$ cat src/rtl/gol_tick_gen.sv
// gol_tick_gen: turns speed/run switches and the step key into one-cycle
// generation ticks for the Life grid, optionally aligned to VGA vsync.
//
// Optional feature macro: GOL_TICK_VSYNC_ALIGN_EN
//   defined   -> a pending tick waits for a vsync falling edge (frame event)
//   undefined -> vs_in is ignored, a pending tick fires on the next cycle
//
// Ports:
//   Clk        board clock
//   Reset_n    synchronous active-low reset
//   speed      period shift, period = CLK_HZ >> speed
//   run_en     1 = free-running ticks, 0 = step key only
//   step_n     raw active-low step key (asynchronous, bouncy)
//   vs_in      raw active-low VGA vsync (asynchronous)
//   tick       one-cycle generation-advance pulse (registered)
//   gen_count  generations issued since reset, wraps (registered)
//   overrun    sticky, a request hit an already-pending tick (registered)
module gol_tick_gen #(
  parameter int CLK_HZ          = 50000000,
  parameter int DEBOUNCE_CYCLES = 500000,
  parameter int GEN_W           = 16
) (
  input  logic             Clk,
  input  logic             Reset_n,
  input  logic [3:0]       speed,
  input  logic             run_en,
  input  logic             step_n,
  input  logic             vs_in,
  output logic             tick,
  output logic [GEN_W-1:0] gen_count,
  output logic             overrun
);

  localparam logic [31:0] CLK_HZ_U = 32'(CLK_HZ);
  localparam int DB_W = (DEBOUNCE_CYCLES > 1) ? $clog2(DEBOUNCE_CYCLES) : 1;
  localparam logic [DB_W-1:0] DB_LAST = DB_W'(DEBOUNCE_CYCLES - 1);

  typedef enum logic [1:0] {
    IDLE = 2'd0,
    PEND = 2'd1,
    FIRE = 2'd2
  } state_t;

  // ---------------------------------------------------------------
  // Period counter / run request
  // ---------------------------------------------------------------
  logic [31:0] r_pcnt;
  logic [31:0] w_period;
  logic [31:0] w_limit;
  logic        w_run_req;

  assign w_period = CLK_HZ_U >> speed;
  // A shift that leaves a zero period means "request every cycle".
  assign w_limit  = (w_period == 32'd0) ? 32'd0 : (w_period - 32'd1);
  // >= rather than == so a speed increase mid-count ends the period at once.
  assign w_run_req = run_en && (r_pcnt >= w_limit);

  always_ff @(posedge Clk) begin
    if (!Reset_n) begin
      r_pcnt <= 32'd0;
    end else if (!run_en || w_run_req) begin
      r_pcnt <= 32'd0;
    end else begin
      r_pcnt <= r_pcnt + 32'd1;
    end
  end

  // ---------------------------------------------------------------
  // Step key: synchronizer, debounce, falling-edge request
  // ---------------------------------------------------------------
  logic            r_step_s1;
  logic            r_step_s2;
  logic            r_step_db;
  logic            r_step_db_d;
  logic [DB_W-1:0] r_db_cnt;
  logic            w_step_req;

  always_ff @(posedge Clk) begin
    if (!Reset_n) begin
      r_step_s1   <= 1'b1;
      r_step_s2   <= 1'b1;
      r_step_db   <= 1'b1;
      r_step_db_d <= 1'b1;
      r_db_cnt    <= '0;
    end else begin
      r_step_s1   <= step_n;
      r_step_s2   <= r_step_s1;
      r_step_db_d <= r_step_db;
      // Count consecutive disagreeing cycles; any agreeing cycle restarts.
      if (r_step_s2 != r_step_db) begin
        if (r_db_cnt == DB_LAST) begin
          r_step_db <= r_step_s2;
          r_db_cnt  <= '0;
        end else begin
          r_db_cnt <= r_db_cnt + DB_W'(1);
        end
      end else begin
        r_db_cnt <= '0;
      end
    end
  end

  assign w_step_req = r_step_db_d & ~r_step_db;

  // ---------------------------------------------------------------
  // Frame event
  // ---------------------------------------------------------------
  logic w_frame;

`ifdef GOL_TICK_VSYNC_ALIGN_EN
  logic r_vs_s1;
  logic r_vs_s2;
  logic r_vs_d;

  always_ff @(posedge Clk) begin
    if (!Reset_n) begin
      r_vs_s1 <= 1'b1;
      r_vs_s2 <= 1'b1;
      r_vs_d  <= 1'b1;
    end else begin
      r_vs_s1 <= vs_in;
      r_vs_s2 <= r_vs_s1;
      r_vs_d  <= r_vs_s2;
    end
  end

  assign w_frame = r_vs_d & ~r_vs_s2;
`else
  logic w_unused_vs;
  assign w_unused_vs = vs_in;
  assign w_frame     = 1'b1;
`endif

  // ---------------------------------------------------------------
  // Tick FSM
  // ---------------------------------------------------------------
  state_t r_state;
  state_t w_next;
  logic   w_req;
  logic   w_ovr_set;

  // Run and step in the same cycle are one request.
  assign w_req = w_run_req | w_step_req;

  always_ff @(posedge Clk) begin
    if (!Reset_n) begin
      r_state <= IDLE;
    end else begin
      r_state <= w_next;
    end
  end

  always_comb begin
    w_next    = r_state;
    w_ovr_set = 1'b0;
    case (r_state)
      IDLE: begin
        if (w_req) w_next = PEND;
      end
      PEND: begin
        // A second request is folded into the pending tick.
        if (w_req)   w_ovr_set = 1'b1;
        if (w_frame) w_next    = FIRE;
      end
      FIRE: begin
        w_next = w_req ? PEND : IDLE;
      end
      default: w_next = IDLE;
    endcase
  end

  // ---------------------------------------------------------------
  // Registered outputs
  // ---------------------------------------------------------------
  logic             r_tick;
  logic [GEN_W-1:0] r_gen;
  logic             r_ovr;

  always_ff @(posedge Clk) begin
    if (!Reset_n) begin
      r_tick <= 1'b0;
      r_gen  <= '0;
      r_ovr  <= 1'b0;
    end else begin
      r_tick <= (w_next == FIRE);
      if (r_state == FIRE) r_gen <= r_gen + GEN_W'(1);
      if (w_ovr_set)       r_ovr <= 1'b1;
    end
  end

  assign tick      = r_tick;
  assign gen_count = r_gen;
  assign overrun   = r_ovr;

endmodule

$ cat config.mk
export PLATFORM = sky130hd
export DESIGN_NAME = gol_tick_gen
export DESIGN_NICKNAME = d
export VERILOG_FILES = /design/src/rtl/gol_tick_gen.sv
export SDC_FILE = /design/constraint.sdc
export NUM_CORES = 1
export LEC_CHECK = 0
export ABC_CLOCK_PERIOD_IN_PS = 3300
export BUFFER_PORTS_ARGS = -buffer_cell sky130_fd_sc_hd__buf_2
export CELL_PAD_IN_SITES_DETAIL_PLACEMENT = 1
export CELL_PAD_IN_SITES_GLOBAL_PLACEMENT = 2
export CORE_MARGIN = 2
export CORE_UTILIZATION = 34
export CTS_CLUSTER_DIAMETER = 50
export DETAILED_ROUTE_END_ITERATION = 10
export GPL_TIMING_DRIVEN = 0
export HOLD_SLACK_MARGIN = 0.12
export PLACE_DENSITY = 0.85
export SLEW_MARGIN = 10
export SYNTH_ARGS = -nofsm -noshare
export SYNTH_HDL_FRONTEND = slang
export SYNTH_SLANG_ARGS = --single-unit
$ cat constraint.sdc
create_clock -name Clk -period 3.3 [get_ports Clk]
set_input_delay 0.66 -clock Clk [delete_from_list [all_inputs] [get_ports Clk]]
set_output_delay 0.66 -clock Clk [all_outputs]
set_load 0.005 [all_outputs]
==> results of run 1 <==
==> metrics by stage <==
| stage | hold slack, ps | cells | TNS, ps | total power [µW] |
|---|---|---|---|---|
| 5_1_grt | 429 | 752 | -1160 | 2220 |
| 4_1_cts | 416 | 746 | 0 | 2130 |
| 3_3_place_gp | 391 | 729 | -14880 | 1060 |
| 3_5_place_dp | 403 | 729 | -17740 | 1070 |
| 6_report | 410 | 752 | 0 | 2120 |
| 2_1_floorplan | 386 | 529 | -208 | 1030 |
==> per-layer routing <==
metal	routed length [µm]	track usage	part of all wire
met2	5900	0.289	0.50
met5	0	0	0
met3	252	0.0309	0.021
met4	129	0.0390	0.011
met1	5480	0.220	0.47
==> power breakdown <==
part	switching (µW)	leakage, µW	internal (µW)
sequential	3.19	0.000597	896
clock	385	0.000157	665
combinational	102	0.00129	74.6
==> sequential cells by signal, indices dropped and copies added (netlist names), 2 cells and up <==
name and count:
gen_count 16, r_db_cnt 19, r_pcnt 32, r_state 2
==> Yosys cell counts (all sizes together) (2+ instances only) <==
| cell type | instances |
|---|---|
| clkbuf | 15 |
| nand2 | 40 |
| nor2 | 40 |
| xnor2 | 41 |
| nand4 | 15 |
| nor4 | 11 |
| and4 | 4 |
| o21ai | 23 |
| nand3 | 26 |
| a21o | 2 |
| nor2b | 6 |
| o21a | 5 |
| buf | 10 |
| o22ai | 4 |
| dfxtp | 74 |
| xor2 | 18 |
| a21oi | 23 |
| nand2b | 5 |
| nor4b | 2 |
| o211ai | 2 |
| and3 | 10 |
| ha | 37 |
| inv | 16 |
| a21boi | 4 |
| or4 | 3 |
| nor3 | 48 |
| nor3b | 2 |
| or3 | 10 |
| and2 | 14 |
==> logic make-up (layout without fill, tap and decap cells) <==
family / count (synthesis) / after routing / synth area share
simple gates: 239 / 239 / 0.305
flops: 74 / 74 / 0.325
compound gates: 72 / 72 / 0.0996
xor+xnor: 59 / 59 / 0.113
buf+inv: 41 / 88 / 0.0524
fa+ha+maj: 37 / 37 / 0.102
other cells: 1 / 6 / 0.000822
mux: 1 / 1 / 0.00219
==> worst max-delay path by stage <==
stage,from,endpoint,slack (ps),depth (start not counted)
2_1_floorplan,speed[3],r_pcnt[0]$_SDFF_PP0_,-10,17
3_3_place_gp,speed[1],r_pcnt[0]$_SDFF_PP0_,-470,14
3_5_place_dp,speed[1],r_pcnt[0]$_SDFF_PP0_,-550,14
4_1_cts,speed[1],r_pcnt[0]$_SDFF_PP0_,8,16
5_1_grt,speed[0],r_pcnt[9]$_SDFF_PP0_,-50,15
6_report,speed[0],r_pcnt[9]$_SDFF_PP0_,60,15
==> cells in the final DEF, fill, tap and decap left out, drive strengths merged, types with 6 or more instances in the layout <==
cell type | Yosys | routed
nor2b | 6 | 6
or3 | 10 | 10
nand2 | 40 | 40
nor4 | 11 | 11
clkbuf | 15 | 22
conb | 1 | 6
inv | 16 | 16
and3 | 10 | 10
nand4 | 15 | 15
xor2 | 18 | 18
a21oi | 23 | 23
and2 | 14 | 14
dfxtp | 74 | 74
ha | 37 | 37
xnor2 | 41 | 41
o21ai | 23 | 23
nor2 | 40 | 40
nand3 | 26 | 26
nor3 | 48 | 48
buf | 10 | 44
==> area by class of cell <==
class | count | area [µm²]
inverter | 16 | 62.6
clock inverter | 6 | 91.3
sequential | 74 | 1480
tap | 176 | 220
timing repair buffer | 33 | 238
fill | 1565 | 7690
buffer | 23 | 240
clock buffer | 10 | 229
multi-input combinational | 414 | 2940
==> repair_timing <==
action / in CTS / in global routing
cloned: 0 / 2
buffers inserted: 2 / 5
gates resized for setup: 5 / 39
endpoints found under the setup margin: 34 / 34
pin swaps: 4 / 12
==> worst register-to-register path, delay by kind of cell (launching register included) <==
kind,cells,cell delay (ps)
and+or+nand+nor,2,300
adders and majority gates,1,280
DFF,1,490
AOI/OAI and AO/OA,3,1130
buffers and inverters,2,240
==> summary.md, run 1 <==
| Metric | Value |
|---|---|
| Outcome | `completed` |
| RR Endpoint | `r_pcnt[2]$_SDFF_PP0_` |
| CTS tree | `built` |
| Vias per cell | `between 5 and 6` |
| Final setup fails | `0` |
| Post-CTS Hold Buffers | `0` |
| Worst slew pin tran | `roughly 650 ps` |
| Final HPWL DP | `around 8600 µm` |
| Mean Syn Cell Area | `around 8.7 µm²` |
| Nets | `617` |
| Max clock buf depth | `2` |
| Worst setup margin | `58.9 ps` |
| PortBufs | `24` |
| IO Count | `27` |
| Routed vias | `3,880` |
| Die area | `14,400 µm²` |
| Initial DRT Pass Iterations | `4` |
| Max VDD drop | `~240 µV` |
| Synth unique cells | `53` |
| Placer Congestion | `slightly above 0.8` |
| Max-slew violations | `0` |
| Clock latency at the later pin of the worst-skew pair | `between 300 and 400 ps` |
| Clock sinks | `74` |
| Final Cell Area | `5500 µm²` |
| Number of synthesized flops with an enable pin | `0` |
| Part of the Yosys area used for sequential elements | `0.325` |
| Type of destination of the critical path | `flip-flop` |
| Min-Delay Path Class | `reg -> reg` |
| Routed wire per std cell | `~16 µm` |
| WL final | `11,800 µm` |
| Final Hold Fails | `0` |
| Layout cell share with drive strength beyond 1 | `0.208` |
| Post-route core utilization | `0.417` |
| Crit path buf inv count | `4` |
| Kind of critical path | `in -> reg` |
| Hold path depth | `1` |
| Clock-pin slew on the worst setup and hold paths | `~60 ps` |
| Initial core utilization | `0.346` |
| Register bit total from synthesis | `74` |
| Top_reg_cell synth | `dfxtp_1` |
| Crit-path cells | `buf_6, buf_6, nor2b_4, a32oi_2, ha_2, inv_2, o21ai_2, a221oi_2, ha_1, nand2_2, or4_4, o32ai_4, o21a_4, clkbuf_16, nor3_2` |
| Crit-path leading delay family | `compound AO/OA/AOI/OAI gates` |
| DP Area | `between 4000 and 5000 µm²` |
| Gr usage total | `0.168` |
| Antenna Violating Nets Remaining | `0` |
| Leading post-synthesis cells by cell area | `dfxtp_1 (32%), ha_1 (10%), xnor2_1 (7.9%)` |
| Setup WS pre-CTS | `-554 ps` |
| Slowest cell on the critical path | `or4_4` |
| R2R Path Start | `r_pcnt[0]$_SDFF_PP0_` |
| Max FO, Critical Path | `8` |
| Root Buffer | `clkbuf_16` |
| Final Critical Period | `~3200 ps` |
| Worst path required time | `about 3500 ps` |
| HP Start | `r_step_s1$_SDFF_PN1_` |
| Die height | `roughly 120 µm` |
| Critical Path Max Stage Delay | `slightly below 500 ps` |
| Relative slew slack | `0.566` |
| Pleak | `slightly above 0.002 µW` |
| RSZ-0062 raised after global routing | `yes` |
| Top-area cell type share of the netlist area | `0.325` |
| Most used cell, CP | `buf_6` |
| First-pass GRT wire length | `19,600 µm` |
| Synth area leader | `dfxtp_1` |
| Fmax | `between 300 and 400 MHz` |
| DR DRC count | `0` |
| Yosys warnings | `0` |
| Vias in the first global route | `roughly 4,100` |
| Hold path endpoint | `r_step_s2$_SDFF_PN1_` |
| Synthesized area | `between 4000 and 5000 µm²` |
| Layout area overhead | `20.7%` |
| Rows | `42` |
| Cells after Synth | `approximately 520` |
| # H-tree levels | `3` |
| Worst reg2reg setup slack | `approximately 760 ps` |
| Clock buffer count from CTS | `9` |
| Antenna violations before repair | `0` |
| Clock skew | `7.71 ps` |
| Maxcap violations | `0` |
| # diodes | `0` |
| WP data arrival | `between 3000 and 4000 ps` |
| Asr flop ratio synth | `0` |
| Power Density | `between 300 and 400 nW/µm²` |
| Largest net degree at the start of global routing | `14` |
| DRT iter0 DRCs | `roughly 150` |
| DIE WIDTH | `120 µm` |
| Worst R2R Path Depth | `8` |
| Area of the core | `approximately 13,000 µm²` |
| Grt ovf | `0` |
| CP Launch Type | `primary input` |
| Final cycle utilization of the critical path | `0.982` |
No activity file was read; power rests on OpenSTA's default activity.
==> inputs of run 2 (changes only) <==
ABC_AREA = 1   (was default)
CORE_MARGIN = 10   (was 2)
CORE_UTILIZATION = 31   (was 34)
==> summary.md, run 2 <==
| Metric | Value |
|---|---|
| HP Start | `r_step_s1$_SDFF_PN1_` |
| PortBufs | `24` |
| Maxcap violations | `0` |
| Pleak | `0.00224 µW` |
| Die area | `between 15,000 and 20,000 µm²` |
| DRT iter0 DRCs | `between 80 and 90` |
| Hold path depth | `1` |
| Worst slew pin tran | `slightly below 500 ps` |
| Antenna Violating Nets Remaining | `0` |
| Fmax | `around 320 MHz` |
| Clock sinks | `74` |
| Worst R2R Path Depth | `10` |
| Layout cell share with drive strength beyond 1 | `0.127` |
| Register bit total from synthesis | `74` |
| Routed wire per std cell | `14.1 µm` |
| Antenna violations before repair | `0` |
| Synth area leader | `dfxtp_1` |
| Part of the Yosys area used for sequential elements | `0.326` |
| Clock buffer count from CTS | `9` |
| Setup WS pre-CTS | `-1010 ps` |
| Grt ovf | `0` |
| Initial DRT Pass Iterations | `4` |
| Layout area overhead | `17.9%` |
| Most common cell after layout, fill and taps aside | `nand2_1` |
| Synthesized area | `approximately 4500 µm²` |
| Cells after Synth | `around 660` |
| Final Hold Fails | `0` |
| Commonest non-fill, non-tap cells in the layout | `nand2_1 (147), nor2_1 (91), inv_1 (76), dfxtp_1 (74), a21oi_1 (44)` |
| Max-slew violations | `0` |
| Top-count cell post-synth | `nand2_1` |
| WP data arrival | `3320 ps` |
| Nets | `750` |
| Worst reg2reg setup slack | `about 1200 ps` |
| Area of the core | `roughly 14,000 µm²` |
| Max reg flops | `32` |
| CP Launch Type | `primary input` |
| WL final | `about 13,000 µm` |
| Hold path endpoint | `r_step_s2$_SDFF_PN1_` |
| Mean Syn Cell Area | `a little under 7 µm²` |
| DIE WIDTH | `141 µm` |
| Number of synthesized flops with an enable pin | `0` |
| Vias per cell | `approximately 4.9` |
| Routed vias | `~4,400` |
| Final cycle utilization of the critical path | `0.938` |
| Post-route core utilization | `0.371` |
| Pwr Total | `around 2000 µW` |
| Final setup fails | `0` |
| CTS tree | `built` |
| Max VDD drop | `230 µV` |
| Placer Congestion | `0.876` |
| Top-area cell type share of the netlist area | `0.326` |
| Max FO, Critical Path | `10` |
| # H-tree levels | `3` |
| Asr flop ratio synth | `0` |
| Largest net degree at the start of global routing | `12` |
| Kind of critical path | `in -> reg` |
| Clock latency at the later pin of the worst-skew pair | `340 ps` |
| Largest Register | `r_pcnt` |
| Yosys warnings | `0` |
| First-pass GRT wire length | `21,300 µm` |
| Clock-pin slew on the worst setup and hold paths | `~60 ps` |
| Root Buffer | `clkbuf_16` |
| RR Endpoint | `r_pcnt[19]$_SDFF_PP0_` |
| Die height | `141 µm` |
| Initial core utilization | `0.315` |
| Vias in the first global route | `~4,600` |
| Max clock buf depth | `2` |
| Relative slew slack | `0.665` |
| Worst path required time | `between 3000 and 4000 ps` |
| Final HPWL DP | `about 10,000 µm` |
| Reg area | `about 1500 µm²` |
| DR DRC count | `0` |
| Min-Delay Path Class | `reg -> reg` |
| Rows | `44` |
| Area occupied by multi-input gates | `roughly 2800 µm²` |
| Synth unique cells | `35` |
| Power Density | `about 380 nW/µm²` |
| Top cells by count, synth | `nand2_1 (151), nor2_1 (96), inv_1 (78)` |
| Gr usage total | `0.127` |
| Worst setup margin | `between 200 and 250 ps` |
| Leading post-synthesis cells by cell area | `dfxtp_1 (33%), nand2_1 (12%), ha_1 (10%)` |
| Final Critical Period | `3090 ps` |
| R2R Path Start | `r_pcnt[29]$_SDFF_PP0_` |
| Outcome | `completed` |
| Layout fillers | `1,862` |
| IO Count | `27` |
| Clock skew | `about 7 ps` |
| Type of destination of the critical path | `flip-flop` |
| Top_reg_cell synth | `dfxtp_1` |
## run 2: cell types whose count changed after synthesis, sizes merged, moves of 10 or more
cell and delta:
a21oi +22, and2 -14, and3 -10, inv +63, nand2 +116, nor2 +61, nor3 -26, or2 +10
or3 -10, xnor2 -26
## run 2: logic make-up (layout without fill, tap and decap cells)
| logic type | Yosys count | in the layout | share of synthesized area |
|---|---|---|---|
| AND/OR/NAND/NOR | 346 | 346 | 0.342 |
| adder cells (fa/ha/maj) | 37 | 37 | 0.102 |
| XOR/XNOR | 29 | 29 | 0.0559 |
| other | 1 | 7 | 0.000826 |
| AO/OA/AOI/OAI | 82 | 82 | 0.0981 |
| flip-flops | 74 | 74 | 0.326 |
| buffers and inverters | 90 | 134 | 0.0752 |
## run 2: worst max-delay path: stages
cell and delay (ps):
clkbuf_4 170, nand2_4 90, inv_1 60, nor2_2 130, nand3_2 100, nand4_1 150
ha_2 200, inv_1 60, nor2_2 120, o21ai_2 80, xor2_2 160, ha_1 290
nand2_1 60, nor2_2 110, nand2_1 70, nor2_1 100, nor2_1 50, nand2_1 80
nand2_2 90, nand4_1 120, buf_6 140, clkbuf_8 170, nor2_1 50
## run 2: how the worst max path moves through the flow
stage / end / slack [ps] / from / depth (start not counted)
4_1_cts: r_pcnt[25]$_SDFF_PP0_ / 2 / speed[0] / 23
3_3_place_gp: r_pcnt[20]$_SDFF_PP0_ / -920 / speed[3] / 22
5_1_grt: r_pcnt[19]$_SDFF_PP0_ / -90 / speed[0] / 23
2_1_floorplan: r_pcnt[12]$_SDFF_PP0_ / 10 / speed[3] / 21
6_report: r_pcnt[19]$_SDFF_PP0_ / 210 / speed[0] / 23
3_5_place_dp: r_pcnt[12]$_SDFF_PP0_ / -1010 / speed[3] / 22
## run 2: per-stage QoR
step                      hold slack, ps  instance area, µm²  setup TNS (ps)  std cells
final                                416                5350               0        893
after global placement               396                4910          -27130        872
after CTS                            421                5240               0        887
after global routing                 437                5350           -2040        892
after floorplan                      393                4560               0        664
after detailed placement             407                4910          -29510        872
## run 2: layout make-up
class,count,share of cell area
sequential,74,0.277
clock buffer,12,0.0460
tap,184,0.0430
timing repair buffer,30,0.0332
buffer,10,0.0166
multi-input combinational,500,0.520
inverter,79,0.0561
clock inverter,3,0.00748
antenna,1,0.000467
## run 2: power by group
part	total, µW	leakage (µW)	switching (µW)	internal [µW]
combinational	158	0.00150	99.3	59.0
clock	968	0.000142	368	600
sequential	898	0.000597	2.25	896
total	2020	0.00224	469	1550
## run 2: timing repair
action | in CTS | in global routing
gates cloned | 0 | 1
setup buffers | 1 | 4
hold buffers | 0 | 0
resized for setup | 13 | 27
pin swaps | 2 | 4
endpoints found under the setup margin | 34 | 34
## run 2: layer usage
layer | wire [µm] | track usage
met3 | 471 | 0.0279
met5 | 0 | 0
met1 | 5700 | 0.152
met4 | 148 | 0.0386
met2 | 6250 | 0.222
==> inputs of run 3 (changes only) <==
CORE_ASPECT_RATIO = 0.75   (was default)
==> summary.md, run 3 (synthesis gave the netlist of run 2 again) <==
| Metric | Value |
|---|---|
| Crit-path leading delay family | `simple AND/OR/NAND/NOR gates` |
| Max VDD drop | `between 200 and 250 µV` |
| CP Launch Type | `primary input` |
| Gr usage total | `0.132` |
| Root Buffer | `clkbuf_16` |
| Clock sinks | `74` |
| Slowest cell on the critical path | `ha_1` |
| Fmax | `around 320 MHz` |
| IO Count | `27` |
| Post-CTS Hold Buffers | `0` |
| Antenna violations before repair | `0` |
| Worst path required time | `3570 ps` |
| Die height | `about 120 µm` |
| Clock power frac | `0.498` |
| Kind of critical path | `in -> reg` |
| Final Hold Fails | `0` |
| Min-Delay Path Class | `reg -> reg` |
| Crit-path cells | `clkbuf_4, nand2_4, inv_1, nor2_2, nand3_2, nand4_1, ha_2, inv_1, nor2_1, o21ai_0, xor2_1, ha_1, nand2_1, nor2_2, nand2_1, nor2_1, nor2_1, nand2_1, nand2_2, nand4_1, buf_6, clkbuf_8, a21oi_1` |
| Setup WS pre-CTS | `-1020 ps` |
| Clock latency at the later pin of the worst-skew pair | `roughly 340 ps` |
| # H-tree levels | `3` |
| Vias per cell | `4.80` |
| Max clock buf depth | `2` |
| Worst slew pin tran | `517 ps` |
| Final setup fails | `0` |
| Type of destination of the critical path | `flip-flop` |
| Placer Congestion | `0.860` |
| DIE WIDTH | `160 µm` |
| Pint | `around 1600 µW` |
| Nets | `~750` |
| DR DRC count | `0` |
| Clock buffer count from CTS | `9` |
| Max-slew violations | `0` |
| PortBufs | `24` |
| Rows | `38` |
| Clock skew | `around 5.6 ps` |
| Clock-pin slew on the worst setup and hold paths | `60 ps` |
| Combinational power share | `0.076` |
| Crit path buf inv count | `5` |
| Initial core utilization | `0.315` |
| Routed wire per std cell | `roughly 14 µm` |
| CTS tree | `built` |
| Final Critical Period | `slightly above 3000 ps` |
| Max reg flops | `32` |
| Post-route core utilization | `0.376` |
| WL final | `around 13,000 µm` |
| Final cycle utilization of the critical path | `0.936` |
| Outcome | `completed` |
| Routed vias | `4,376` |
| Final Non-Filler Cells | `~910` |
| Vias in the first global route | `approximately 4,500` |
| Grt ovf | `0` |
| Largest net degree at the start of global routing | `12` |
| Most common cell after layout, fill and taps aside | `nand2_1` |
| Initial DRT Pass Iterations | `4` |
| Layout cell share with drive strength beyond 1 | `0.133` |
| # diodes | `0` |
| Die area | `19,900 µm²` |
| Critical Path Max Stage Delay | `~300 ps` |
| Commonest non-fill, non-tap cells in the layout | `nand2_1 (145), nor2_1 (92), inv_1 (75), dfxtp_1 (74), a21oi_1 (43)` |
| First-pass GRT wire length | `between 20,000 and 25,000 µm` |
| Sw Ratio | `0.228` |
| Largest Register | `r_pcnt` |
| Maxcap violations | `0` |
| WP data arrival | `around 3400 ps` |
| Sequential power share | `0.426` |
| Layout area overhead | `19.3%` |
| Pleak | `0.00227 µW` |
| Placed cell count | `888` |
| Power Density | `389 nW/µm²` |
| Psw | `481 µW` |
| Area of the core | `around 14,000 µm²` |
| Max FO, Critical Path | `10` |
| Relative slew slack | `0.655` |
| DRT iter0 DRCs | `approximately 210` |
| Antenna Violating Nets Remaining | `0` |
| Final HPWL DP | `between 10,000 and 15,000 µm` |
| Worst setup margin | `213 ps` |
==> run 3: cell types whose count changed in the layout (fill, tap and decap cells not counted), moves of 2 or more <==
cell,delta
buf_4,+4
clkbuf_8,+4
clkinv_2,-2
inv_2,+2
nand2_1,-2
nand2_2,+2
==> run 3: timing repair <==
action	4_1_cts	5_1_grt
endpoints found under the setup margin	34	34
pin swaps	1	6
buffers inserted	3	5
cloned	1	0
resized for setup	15	24
==> run 3: routing by layer <==
metal  share of wire  wire, µm  track usage  vias up
met1            0.49      6480        0.173     2093
met4          0.0077       101       0.0299        0
met3           0.031       407       0.0287       13
met2            0.47      6120        0.218       39
met5               0         0            0        -
li1                -         -            -     2231
==> run 3: final timing paths <==
check                          from  slack [ps]                      to  cells past startpoint
min reg2reg    r_step_s1$_SDFF_PN1_         410    r_step_s2$_SDFF_PN1_                      1
min            r_step_s1$_SDFF_PN1_         410    r_step_s2$_SDFF_PN1_                      1
max                        speed[0]         210   r_pcnt[28]$_SDFF_PP0_                     23
max reg2reg  r_db_cnt[0]$_SDFF_PP0_        1290  r_db_cnt[2]$_SDFF_PP0_                      9
==> run 3: final cells by class <==
type                    count  area, µm²
flip-flops and latches     74       1480
inverters                  79        297
plain buffers              10       85.1
clock inverters             1       30.0
fillers                  1851       8990
clock buffers              15        288
repair buffers             33        203
well taps                 200        250
multi-input cells         500       2780
==> run 3: through the flow <==
stage                     cell area (µm²)  TNS (ps)  hold WS (ps)  total power, µW
after CTS                            5320         0           415             2110
after floorplan                      4560         0           393             1010
after detailed placement             4930    -29100           402             1050
after global routing                 5420      -196           453             2200
after global placement               4930    -26900           402             1050
final                                5420         0           415             2110
==> run 3: power groups by stage <==
stage               clock network (µW)  registers (µW)  logic [µW]
floorplan                            0             917        94.3
global placement                     0             918         128
detailed placement                   0             918         136
CTS                               1070             898         147
global route                      1120             898         182
finish                            1050             898         160
